`src/rtl/morse_pattern_player.sv`:
```
// Morse pattern player: plays up to MAX_SYMS dot/dash symbols on q_o, timed by the en_clk tick strobe.
// Define MORSE_LOOP_EN to repeat the pattern forever with a WORD_TICKS low gap between passes.
module morse_pattern_player #(
  parameter int MAX_SYMS   = 8,
  parameter int DOT_TICKS  = 1,
  parameter int DASH_TICKS = 3,
  parameter int GAP_TICKS  = 1,
  parameter int WORD_TICKS = 7,
  parameter int SW         = $clog2(MAX_SYMS + 1)
) (
  input  logic                clk_i,
  input  logic                rst_i,
  input  logic                en_clk_i,
  input  logic                start_i,
  input  logic                abort_i,
  input  logic [MAX_SYMS-1:0] data_i,
  input  logic [SW-1:0]       size_i,
  output logic                q_o,
  output logic                busy_o,
  output logic                done_o,
  output logic [SW-1:0]       sym_idx_o
);

  // state  | meaning
  // IDLE   | waiting for start
  // MARK   | q high for a dot or dash
  // GAP    | q low between symbols
  // WGAP   | q low between loop passes
  typedef enum logic [1:0] {S_IDLE, S_MARK, S_GAP, S_WGAP} state_t;

  localparam int T_A  = (DASH_TICKS > WORD_TICKS) ? DASH_TICKS : WORD_TICKS;
  localparam int T_B  = (DOT_TICKS > GAP_TICKS) ? DOT_TICKS : GAP_TICKS;
  localparam int TMAX = (T_A > T_B) ? T_A : T_B;
  localparam int CW   = $clog2(TMAX + 1);

  state_t              state_q, state_d;
  logic [CW-1:0]       cnt_q, cnt_d;
  logic [MAX_SYMS-1:0] shift_q, shift_d;
  logic [SW-1:0]       len_q, len_d;
  logic [SW-1:0]       idx_q, idx_d;
  logic                q_q, q_d;
  logic                busy_q, busy_d;
  logic                done_q, done_d;
`ifdef MORSE_LOOP_EN
  logic [MAX_SYMS-1:0] lat_q, lat_d;
`endif

  logic [SW-1:0] size_clamped;
  logic          tick_end;

  function automatic logic [CW-1:0] mark_ticks(input logic is_dash);
    return is_dash ? CW'(DASH_TICKS) : CW'(DOT_TICKS);
  endfunction

  assign size_clamped = (size_i > SW'(MAX_SYMS)) ? SW'(MAX_SYMS) : size_i;
  // cnt holds remaining ticks of the current segment; a zero count ends it defensively
  assign tick_end     = en_clk_i && (cnt_q <= CW'(1));

  always_comb begin
    state_d = state_q;
    cnt_d   = cnt_q;
    shift_d = shift_q;
    len_d   = len_q;
    idx_d   = idx_q;
    q_d     = q_q;
    busy_d  = busy_q;
    done_d  = 1'b0;
`ifdef MORSE_LOOP_EN
    lat_d   = lat_q;
`endif
    if (abort_i) begin
      state_d = S_IDLE;
      cnt_d   = '0;
      idx_d   = '0;
      q_d     = 1'b0;
      busy_d  = 1'b0;
    end else begin
      case (state_q)
        S_IDLE: begin
          if (start_i) begin
            shift_d = data_i;
            len_d   = size_clamped;
`ifdef MORSE_LOOP_EN
            lat_d   = data_i;
`endif
            if (size_clamped == '0) begin
              done_d = 1'b1;
            end else begin
              state_d = S_MARK;
              cnt_d   = mark_ticks(data_i[MAX_SYMS-1]);
              idx_d   = '0;
              q_d     = 1'b1;
              busy_d  = 1'b1;
            end
          end
        end
        S_MARK: begin
          if (tick_end) begin
            q_d = 1'b0;
            if (idx_q == len_q - SW'(1)) begin
              done_d = 1'b1;
              idx_d  = '0;
`ifdef MORSE_LOOP_EN
              state_d = S_WGAP;
              cnt_d   = CW'(WORD_TICKS);
`else
              state_d = S_IDLE;
              cnt_d   = '0;
              busy_d  = 1'b0;
`endif
            end else begin
              state_d = S_GAP;
              cnt_d   = CW'(GAP_TICKS);
              shift_d = shift_q << 1;
              idx_d   = idx_q + SW'(1);
            end
          end else if (en_clk_i) begin
            cnt_d = cnt_q - CW'(1);
          end
        end
        S_GAP: begin
          if (tick_end) begin
            state_d = S_MARK;
            cnt_d   = mark_ticks(shift_q[MAX_SYMS-1]);
            q_d     = 1'b1;
          end else if (en_clk_i) begin
            cnt_d = cnt_q - CW'(1);
          end
        end
        S_WGAP: begin
`ifdef MORSE_LOOP_EN
          if (tick_end) begin
            state_d = S_MARK;
            shift_d = lat_q;
            cnt_d   = mark_ticks(lat_q[MAX_SYMS-1]);
            idx_d   = '0;
            q_d     = 1'b1;
          end else if (en_clk_i) begin
            cnt_d = cnt_q - CW'(1);
          end
`else
          state_d = S_IDLE;
          cnt_d   = '0;
          q_d     = 1'b0;
          busy_d  = 1'b0;
`endif
        end
        default: state_d = S_IDLE;
      endcase
    end
  end

  always_ff @(posedge clk_i or posedge rst_i) begin
    if (rst_i) begin
      state_q <= S_IDLE;
      cnt_q   <= '0;
      shift_q <= '0;
      len_q   <= '0;
      idx_q   <= '0;
      q_q     <= 1'b0;
      busy_q  <= 1'b0;
      done_q  <= 1'b0;
`ifdef MORSE_LOOP_EN
      lat_q   <= '0;
`endif
    end else begin
      state_q <= state_d;
      cnt_q   <= cnt_d;
      shift_q <= shift_d;
      len_q   <= len_d;
      idx_q   <= idx_d;
      q_q     <= q_d;
      busy_q  <= busy_d;
      done_q  <= done_d;
`ifdef MORSE_LOOP_EN
      lat_q   <= lat_d;
`endif
    end
  end

  assign q_o       = q_q;
  assign busy_o    = busy_q;
  assign done_o    = done_q;
  assign sym_idx_o = idx_q;

endmodule
```
`config.mk`:
```
export PLATFORM = sky130hd
export DESIGN_NAME = morse_pattern_player
export DESIGN_NICKNAME = d
export VERILOG_FILES = /design/src/rtl/morse_pattern_player.sv
export SDC_FILE = /design/constraint.sdc
export NUM_CORES = 1
export LEC_CHECK = 0
export CAP_MARGIN = 25
export CORE_MARGIN = 2
export CORE_UTILIZATION = 30
export CTS_CLUSTER_SIZE = 40
export DETAILED_ROUTE_END_ITERATION = 10
export RECOVER_POWER = 100
export SLEW_MARGIN = 30
export SYNTH_ARGS = -nofsm -noshare
export SYNTH_HDL_FRONTEND = slang
export SYNTH_SLANG_ARGS = --single-unit
```
`constraint.sdc`:
```
create_clock -name clk_i -period 2.8 [get_ports clk_i]
set_clock_uncertainty 0.15 [all_clocks]
set_input_delay 0.56 -clock clk_i [delete_from_list [all_inputs] [get_ports clk_i]]
set_output_delay 0.56 -clock clk_i [all_outputs]
set_load 0.05 [all_outputs]
```
==> impl_metrics.py <==
metrics = {
    "yosys": {
        "avgSynthCellArea_um2": 8.95,
        "ys_seq_elements": 23,
        "netlist_instances": 155,
        "ys_warn_count": 0,
        "synth_nets": 176,
        "async_reset_ff_frac": 1.00,
        "synth_edf_count": 0,
        "synth_ff_type": "dfrtp_1",
        "synth.distinct_cells": 40,
        "mappedNetlistArea_mm2": 0.00139,
        "ys_seq_area_frac": 0.415,
    },
    "power": {
        "p_leak_nw": 0.803,
        "p_sw_frac": 0.335,
        "pwr-share-seq": 0.459,
        "p_per_area_mw_per_mm2": 581,
        "peakVddDrop_v": 0.000314,
        "switchingPower_mw": 0.340,
        "comb_power_share": 0.335,
        "clockPowerShare": 0.206,
        "power.internal_mw": 0.675,
    },
    "cells_and_area": {
        "syn_to_final_growth_pct": 25.8,
        "drive_above_1_share": 0.0929,
        "instances_no_fill": 235,
        "final_cell_mix": "nand2_1, dfrtp_1, clkdlybuf4s50_1, dlygate4sd3_1, inv_1",
        "fillers": 450,
        "final_area_mm2": 0.00175,
        "nets": 205,
        "fin_util": 0.395,
        "final_common_cell": "nand2_1",
        "diodes": 0,
    },
    "timing": {
        "finalMaxSlewViolations": 0,
        "layout_setup_ws_ps": 307,
        "tns_ps": 0,
        "hold_viol": 0,
        "grt_setup_unrepaired": "false",
        "fin_crit_sh": 0.890,
        "worst_pin_slew_ps": 1270,
        "max_freq_ghz": 0.401,
        "fin_crit_ps": 2490,
        "setup_violations": 0,
        "relSlewSlack": 0.154,
    },
    "clock_network": {
        "postCtsSetupRepairBufs": 0,
        "ctsLongestPathBuffers": 2,
        "numCtsBuffers": 3,
        "cts_tree": "done",
        "post_cts_resized": 0,
        "cts_root_buffer": "clkbuf_8",
        "ctsHoldBuffers": 0,
        "clock_latency_ps": 270,
        "cts_num_sinks": 23,
        "h-tree-depth": 1,
        "path_clk_slew_ps": 80,
    },
    "placement": {
        "pre_cts_slack_ps": 252,
        "placed_cells": 231,
        "dp_hpwl_um": 2310,
        "placed_cell_area_mm2": 0.00171,
        "gp_congestion": 0.831,
        "port_buffers": 23,
    },
    "critical_path": {
        "path_class": "reg -> out",
        "cp_top_family": "buffers and inverters",
        "r2r_start": "len_q[0]",
        "worst-path-buf-inv": 1,
        "crit_path_end_kind": "primary output",
        "rr_worst_depth": 7,
        "crit_path_cell_trace": "dlygate4sd3_1",
        "path_max_fanout": 12,
        "cp.required_ps": 2090,
        "cp-start-kind": "register",
        "slowest_delay_ps": 940,
        "ff2ff_setup_slack_ps": 360,
        "reg2reg_to": "shift_q[2]",
        "critPathSlowestCell": "dlygate4sd3_1",
        "arrival_ps": 1780,
    },
    "route": {
        "wl_per_cell_um": 12.9,
        "wl_um": 3030,
        "antenna_left": 0,
        "drcViolationCount": 0,
        "vias": 1184,
        "viasPerCell": 5.04,
        "drt_first_iter_violations": 62,
        "drtPass1Iterations": 4,
    },
    "die": {
        "ioPinCount": 24,
        "rows": 24,
        "die_x_um": 72.0,
        "start_util": 0.314,
        "die_y_um": 72.0,
        "dieArea_mm2": 0.00519,
        "core-area_mm2": 0.00441,
    },
    "global_route": {
        "grt_pass1_vias": 1119,
        "grt_pass1_wl_um": 5490,
        "grt_overflow_total": 0,
        "grt_max_degree": 24,
        "track_usage": 0.133,
        "antenna_found_initial": 0,
    },
    "hold_path": {
        "holdPathStages": 1,
        "min-delay-path-class": "reg -> reg",
        "holdPathEnd": "shift_q[0]",
        "min_from": "shift_q[0]",
    },
    "flow_run": {
        "cap_violations": 0,
    },
    "status": {
        "status": "finished clean",
    },
}
[metrics by stage]
step | power, mW | hold WS [ps]
2_1_floorplan | 0.719 | 316
3_3_place_gp | 0.819 | 332
3_5_place_dp | 0.824 | 339
4_1_cts | 1.04 | 360
5_1_grt | 1.10 | 379
6_report | 1.01 | 350
[cells in the mapped netlist (2+ instances only)]
master | count | share of area
o21ai_0 | 8 | 0.029
xor2_1 | 3 | 0.019
nor2b_1 | 4 | 0.018
o41ai_1 | 3 | 0.019
nand2_1 | 35 | 0.095
nand2b_1 | 5 | 0.023
a31oi_1 | 2 | 0.0090
mux2i_1 | 2 | 0.014
nor3_1 | 4 | 0.014
ha_1 | 4 | 0.036
nand3_1 | 6 | 0.022
nor2_1 | 5 | 0.014
nor4_1 | 3 | 0.014
inv_1 | 10 | 0.027
mux2_2 | 7 | 0.057
dfrtp_1 | 23 | 0.41
a211oi_1 | 2 | 0.011
a32o_1 | 2 | 0.014
xnor2_1 | 2 | 0.013
clkbuf_1 | 5 | 0.014
[power groups by stage]
stage | clock network (mW) | logic [mW] | registers [mW]
3_5_place_dp | 0 | 0.351 | 0.473
2_1_floorplan | 0 | 0.249 | 0.470
6_report | 0.209 | 0.340 | 0.465
5_1_grt | 0.236 | 0.386 | 0.478
4_1_cts | 0.219 | 0.352 | 0.466
3_3_place_gp | 0 | 0.350 | 0.470
[logic make-up after synthesis]
family          synth area share
compound gates             0.161
flops                      0.415
mux                       0.0712
simple gates               0.230
xor+xnor                  0.0433
buf+inv                   0.0442
fa+ha+maj                 0.0361
[flip-flops by register name (all words and copies together), names as in the netlist]
name,cells
busy_o,1
state_q,2
shift_q,8
done_o,1
cnt_q,3
len_q,4
sym_idx_o,4
[layout make-up]
class | count | area [um^2] | share of cell area
clock buffers | 4 | 45.0 | 0.0258
inverters | 10 | 37.5 | 0.0215
multi-input cells | 116 | 751 | 0.430
flip-flops and latches | 23 | 576 | 0.330
well taps | 52 | 65.1 | 0.0373
repair buffers | 30 | 272 | 0.156
[layer usage]
layer / track usage / vias to the layer above / wire, um
li1: - / 597 / -
met1: 0.189 / 556 / 1490
met2: 0.202 / 29 / 1370
met3: 0.0347 / 2 / 143
met4: 0.0377 / 0 / 29
met5: 0 / - / 0
[worst register-to-register path: cells and delay by family (launching register included)]
family | cells | cell delay [ps]
XOR/XNOR | 2 | 270
AO/OA/AOI/OAI | 1 | 320
AND/OR/NAND/NOR | 1 | 530
buffers and inverters | 1 | 60
adder cells (fa/ha/maj) | 1 | 220
flip-flops | 1 | 410
multiplexers | 1 | 380
[worst max path at each step]
stage | start | to | slack (ps) | cells after the start
final | state_q[0] | q_o | 310 | 1
after global routing | len_q[0] | shift_q[1] | 190 | 7
after CTS | len_q[0] | shift_q[1] | 340 | 7
after detailed placement | en_clk_i | shift_q[1] | 250 | 6
after global placement | en_clk_i | shift_q[1] | 260 | 6
after floorplan | sym_idx_o[3] | shift_q[1] | 440 | 6
(Power assumes the default switching activity.)
==> RTL edit 1: new RTL, config.mk and constraints unchanged <==
Re-encode `state_t` (4 states) as one-hot, 4 bits wide.
--- a/src/rtl/morse_pattern_player.sv
+++ b/src/rtl/morse_pattern_player.sv
@@ -26,7 +26,7 @@
   // MARK   | q high for a dot or dash
   // GAP    | q low between symbols
   // WGAP   | q low between loop passes
-  typedef enum logic [1:0] {S_IDLE, S_MARK, S_GAP, S_WGAP} state_t;
+  typedef enum logic [3:0] {S_IDLE = 4'b0001, S_MARK = 4'b0010, S_GAP = 4'b0100, S_WGAP = 4'b1000} state_t;
 
   localparam int T_A  = (DASH_TICKS > WORD_TICKS) ? DASH_TICKS : WORD_TICKS;
   localparam int T_B  = (DOT_TICKS > GAP_TICKS) ? DOT_TICKS : GAP_TICKS;
Behaviour: same outputs for any inputs over 10 cycles, from zero or initial values and one cycle with rst_i high; not proved beyond that.
==> RTL edit 1 against the unedited design <==
  * Final cell count up 7.7%
  * First-iteration DRC count up 27%
  * Synthesized cell count up 0.65%
  * Area after synthesis up 6.1%
  * Sequential share of layout area up 1.3 points
  * Routed wire length up 10%
  * Via count up 1.3%
  * Total power down 11%
  * Critical path depth up 6
  * Setup slack better by 0.020 ns
  * Sequential cell count up 2
  * Cell area up 4.8%
  * Highest routed layer unchanged
==> RTL edit 1: results (changes against the unedited design) <==
* Post-Synth Adder-Cell Area at 0.0340 (-0.00208)
* Layout cells sized above 1 at 0.0645 (-0.0284)
* Pre-CTS setup slack at 0.157 ns (-0.0951 ns)
* Layout Nets at 208 (+1.5%)
* CP max FO at 8 (-4)
* Critical path startpoint category: input pin
* Worst hold-check path type: register to register
* Worst-path clk slew at 0.10 ns (+0.02 ns)
* Peak supply drop at 0.187 mV (-40%)
* Most instantiated cells after synthesis: 25 x nand2_1, 24 x dfrtp_1, 12 x o21ai_0
* GPL Wtd Cong at 0.714 (-14%)
* Sequential area share after synthesis at 0.426 (+0.0109)
* Synth top area cells: dfrtp_1 41%, mux2_4 7.1%, nand2_1 6.4%
* CTS resizes at 0 (unchanged)
* Detailed Place HPWL at 2.40 mm (+3.8%)
* Tcrit/Tclk final at 0.883 (-0.00716)
* Status: complete, no violations
* Chip Width at 74.1 um (+2.9%)
* H-tree Lvls at 1 (unchanged)
* Non-clock buffers, area share at 0.155 (-0.000289)
* First-pass iteration count of the detailed router at 4 (unchanged)
* Root Driver: clkbuf_8
* Non-clk bufs at 31 (+3.3%)
* IO buf count at 23 (unchanged)
* Fraction of synthesized cell area in xor and xnor cells at 0.0459 (+0.00260)
* Multi-input logic area at 748 um^2 (-0.33%)
* Largest net degree at the start of global routing at 26 (+8.3%)
* Synthesized net count at 177 (+0.57%)
* Complex-gate fraction of the synthesized area at 0.153 (-0.00757)
* Initial antenna violation count at 0 (unchanged)
* Biggest register: shift_q
* Final WL at 3.34 mm (+10%)
* Inverter count at 10 (unchanged)
* Synth unique cells at 39 (-2.5%)
* First-pass GRT wire length at 5.71 mm (+4.0%)
* Leak Pwr at 0.766 nW (-4.6%)
* Max-cap violations at 0 (unchanged)
* Worst-Margin Slew at 1.37 ns (+0.0972 ns)
* Post-synthesis mux area share at 0.0926 (+0.0214)
* Total GRT Usage at 0.135 (+0.00214)
* Vias in the first global route at 1,185 (+5.9%)
* First-iteration detailed-routing DRC count at 79 (+27%)
* DP Area at 1830 um^2 (+6.7%)
* Max reg flops at 8 (unchanged)
* Cts hold-fix bufs at 0 (unchanged)
* Vias at 1,199 (+1.3%)
* Multi-input gates at 116 (unchanged)
* Fill count at 500 (+11%)
* Sequential cell area share at 0.343 (+0.0129)
* FFs w/ async S/R, synth at 1.00 (unchanged)
* Arrival time worst endpoint at 2.48 ns (+0.70 ns)
* ClkCell Share at 0.0267 (+0.000869)
* Seq_cells at 25 (+8.7%)
[RTL edit 1: power by group]
part	switching, mW	leakage, nW	internal [mW]
Sequential	0.0350	0.318	0.411
Clock	0.127	0.0217	0.101
Combinational	0.119	0.426	0.108
Total	0.281	0.766	0.620
[RTL edit 1: metal layers]
metal	GRT usage	vias to the layer above	part of all wire
met2	0.215	19	0.46
met1	0.193	567	0.51
met3	0.0203	2	0.026
met5	0	-	0
li1	-	611	-
met4	0.0364	0	0.0033
[RTL edit 1: logic make-up after synthesis]
kind of cell | Yosys count
and+or+nand+nor | 61
DFF | 25
xor gates and xnor gates | 6
adders and majority gates | 4
muxes | 10
AOI/OAI and AO/OA | 35
buffers and inverters | 15
[RTL edit 1: path summary, 6_finish.rpt]
path | startpoint | endpoint | slack (ns) | cells past startpoint
max | en_clk_i | shift_q[3] | 0.33 | 7
min | shift_q[1] | shift_q[1] | 0.36 | 1
max reg2reg | cnt_q[1] | shift_q[3] | 0.52 | 8
min reg2reg | shift_q[1] | shift_q[1] | 0.36 | 1
max in group asynchronous | rst_i | shift_q[4] | 0.68 | 3
min in group asynchronous | rst_i | sym_idx_o[0] | 1.01 | 3
[RTL edit 1: per-stage QoR]
step	hold WS [ns]	instances	utilization
6_report	0.358	253	0.387
5_1_grt	0.378	253	0.387
4_1_cts	0.380	253	0.397
3_5_place_dp	0.348	249	0.386
3_3_place_gp	0.350	249	0.386
2_1_floorplan	0.332	156	-
[RTL edit 1: critical path, cell delays in order]
cell and delay [ns]:
dlygate4sd3_1 0.54, nor2b_1 0.20, nand4_1 0.14, a211oi_1 0.35
o21a_1 0.22, buf_12 0.13, mux2_1 0.33
==> RTL edit 2: new RTL, same flow settings <==
Without the edit above. Change the parameter `DASH_TICKS` from 3 to 6.
--- a/src/rtl/morse_pattern_player.sv
+++ b/src/rtl/morse_pattern_player.sv
@@ -3,7 +3,7 @@
 module morse_pattern_player #(
   parameter int MAX_SYMS   = 8,
   parameter int DOT_TICKS  = 1,
-  parameter int DASH_TICKS = 3,
+  parameter int DASH_TICKS = 6,
   parameter int GAP_TICKS  = 1,
   parameter int WORD_TICKS = 7,
   parameter int SW         = $clog2(MAX_SYMS + 1)
Function: changed (a bounded check fails within 10 cycles, from zero or initial values and one cycle with rst_i high).
==> RTL edit 2 against the unedited design <==
  * Non-clock buffer count shrank 4
  * Total power grew 1.9%
  * Routed wire length shrank 0.86%
  * Cell area shrank 0.43%
  * Count of clock-buffer cells in the layout shrank 1
  * Area after synthesis grew 4.4%
  * Setup slack gained 0.062 ns
  * Sequential cell count is the same
  * Sequential power grew 2%
  * Utilization shrank 2.5 points
  * Critical path type is now register to register
  * Largest cell class unchanged
  * Largest power group unchanged
==> RTL edit 2: results (changes against the unedited design) <==
* Post-Synth Adder-Cell Area at 0.0345 (-0.00153)
* Pre-CTS setup slack at 0.259 ns (+0.00720 ns)
* Post-CTS Setup Inserts at 0 (unchanged)
* Post-synthesis mux area share at 0.0838 (+0.0125)
* Layout cells sized above 1 at 0.0492 (-0.0437)
* Grt met3 use at 0.0206 (-0.0141)
* Detailed Place HPWL at 2.32 mm (+0.24%)
* Synthesized net count at 179 (+1.7%)
* Status: complete, no violations
* Total GRT Usage at 0.122 (-0.0113)
* GPL Wtd Cong at 0.812 (-2.2%)
* Synth unique cells at 42 (+5.0%)
* Most instantiated cells after synthesis: 27 x nand2_1, 23 x dfrtp_1, 13 x inv_1
* DP Area at 1730 um^2 (+0.80%)
* First-iteration detailed-routing DRC count at 41 (-34%)
* Vias/cell at 4.89 (-2.9%)
* Vias in the first global route at 1,164 (+4.0%)
* CP max FO at 8 (-4)
* Complex-gate fraction of the synthesized area at 0.175 (+0.0148)
* First-pass GRT wire length at 5.25 mm (-4.3%)
* Met1 usage at 0.166 (-0.0226)
* Peak supply drop at 0.211 mV (-33%)
* Synth top area cells: dfrtp_1 40%, nand2_1 7.0%, mux2_4 6.2%
* Arrival time worst endpoint at 2.42 ns (+0.64 ns)
* Post-DR wirelength/cell at 12.7 um (-1.7%)
* Sequential area share after synthesis at 0.397 (-0.0176)
* Fraction of synthesized cell area in xor and xnor cells at 0.0484 (+0.00508)
* CP max-delay cell: or3_1
* Slew headroom at 0.185 (+0.0309)
* Fill count at 497 (+10%)
* Met2 Usage GRT at 0.207 (+0.00570)
* CP max stage delay at 0.49 ns (-0.45 ns)
* Leak Pwr at 0.761 nW (-5.2%)
-- RTL edit 2: power breakdown --
group | internal [mW] | leakage (nW) | switching (mW)
clock network | 0.0991 | 0.0255 | 0.104
registers | 0.410 | 0.295 | 0.0639
logic | 0.159 | 0.441 | 0.197
-- RTL edit 2: final timing paths --
kind                       slack, ns          to  depth (start not counted)        from
setup / recovery                0.37  shift_q[6]                          7    len_q[0]
hold reg to reg                 0.35  shift_q[1]                          1  shift_q[1]
setup reg to reg                0.37  shift_q[6]                          7    len_q[0]
min in group asynchronous       0.97      done_o                          3       rst_i
max in group asynchronous       0.80    cnt_q[1]                          3       rst_i
hold / removal                  0.35  shift_q[1]                          1  shift_q[1]
-- RTL edit 2: critical path, delay by kind of cell (launching register included) --
family          cells  cell delay (ns)
compound gates      1             0.35
xor+xnor            1             0.13
fa+ha+maj           1             0.31
buf+inv             1             0.07
flops               1             0.42
mux                 1             0.33
simple gates        2             0.56
-- RTL edit 2: cell type report --
type	instances	share of cell area
timing repair buffer	26	0.139
sequential	23	0.331
clock buffer	3	0.0238
inverter	13	0.0281
clock inverter	1	0.00288
tap	54	0.0389
multi-input combinational	117	0.436
-- RTL edit 2: through the flow --
| stage | cells | util |
|---|---|---|
| 3_3_place_gp | 233 | 0.368 |
| 3_5_place_dp | 233 | 0.368 |
| 4_1_cts | 237 | 0.378 |
| 5_1_grt | 237 | 0.370 |
| 6_report | 237 | 0.370 |
| 2_1_floorplan | 158 | - |
-- RTL edit 2: kinds of logic (layout without fill, tap and decap cells) --
logic type	Yosys count	after routing
XOR/XNOR	8	8
buffers and inverters	18	43
AO/OA/AOI/OAI	36	36
multiplexers	9	9
flip-flops	23	23
AND/OR/NAND/NOR	60	60
adder cells (fa/ha/maj)	4	4
-- RTL edit 2: per-layer routing --
layer	wire length, um	share of wire
met1	1500	0.50
met3	91	0.030
met2	1400	0.47
met5	0	0
met4	13	0.0043
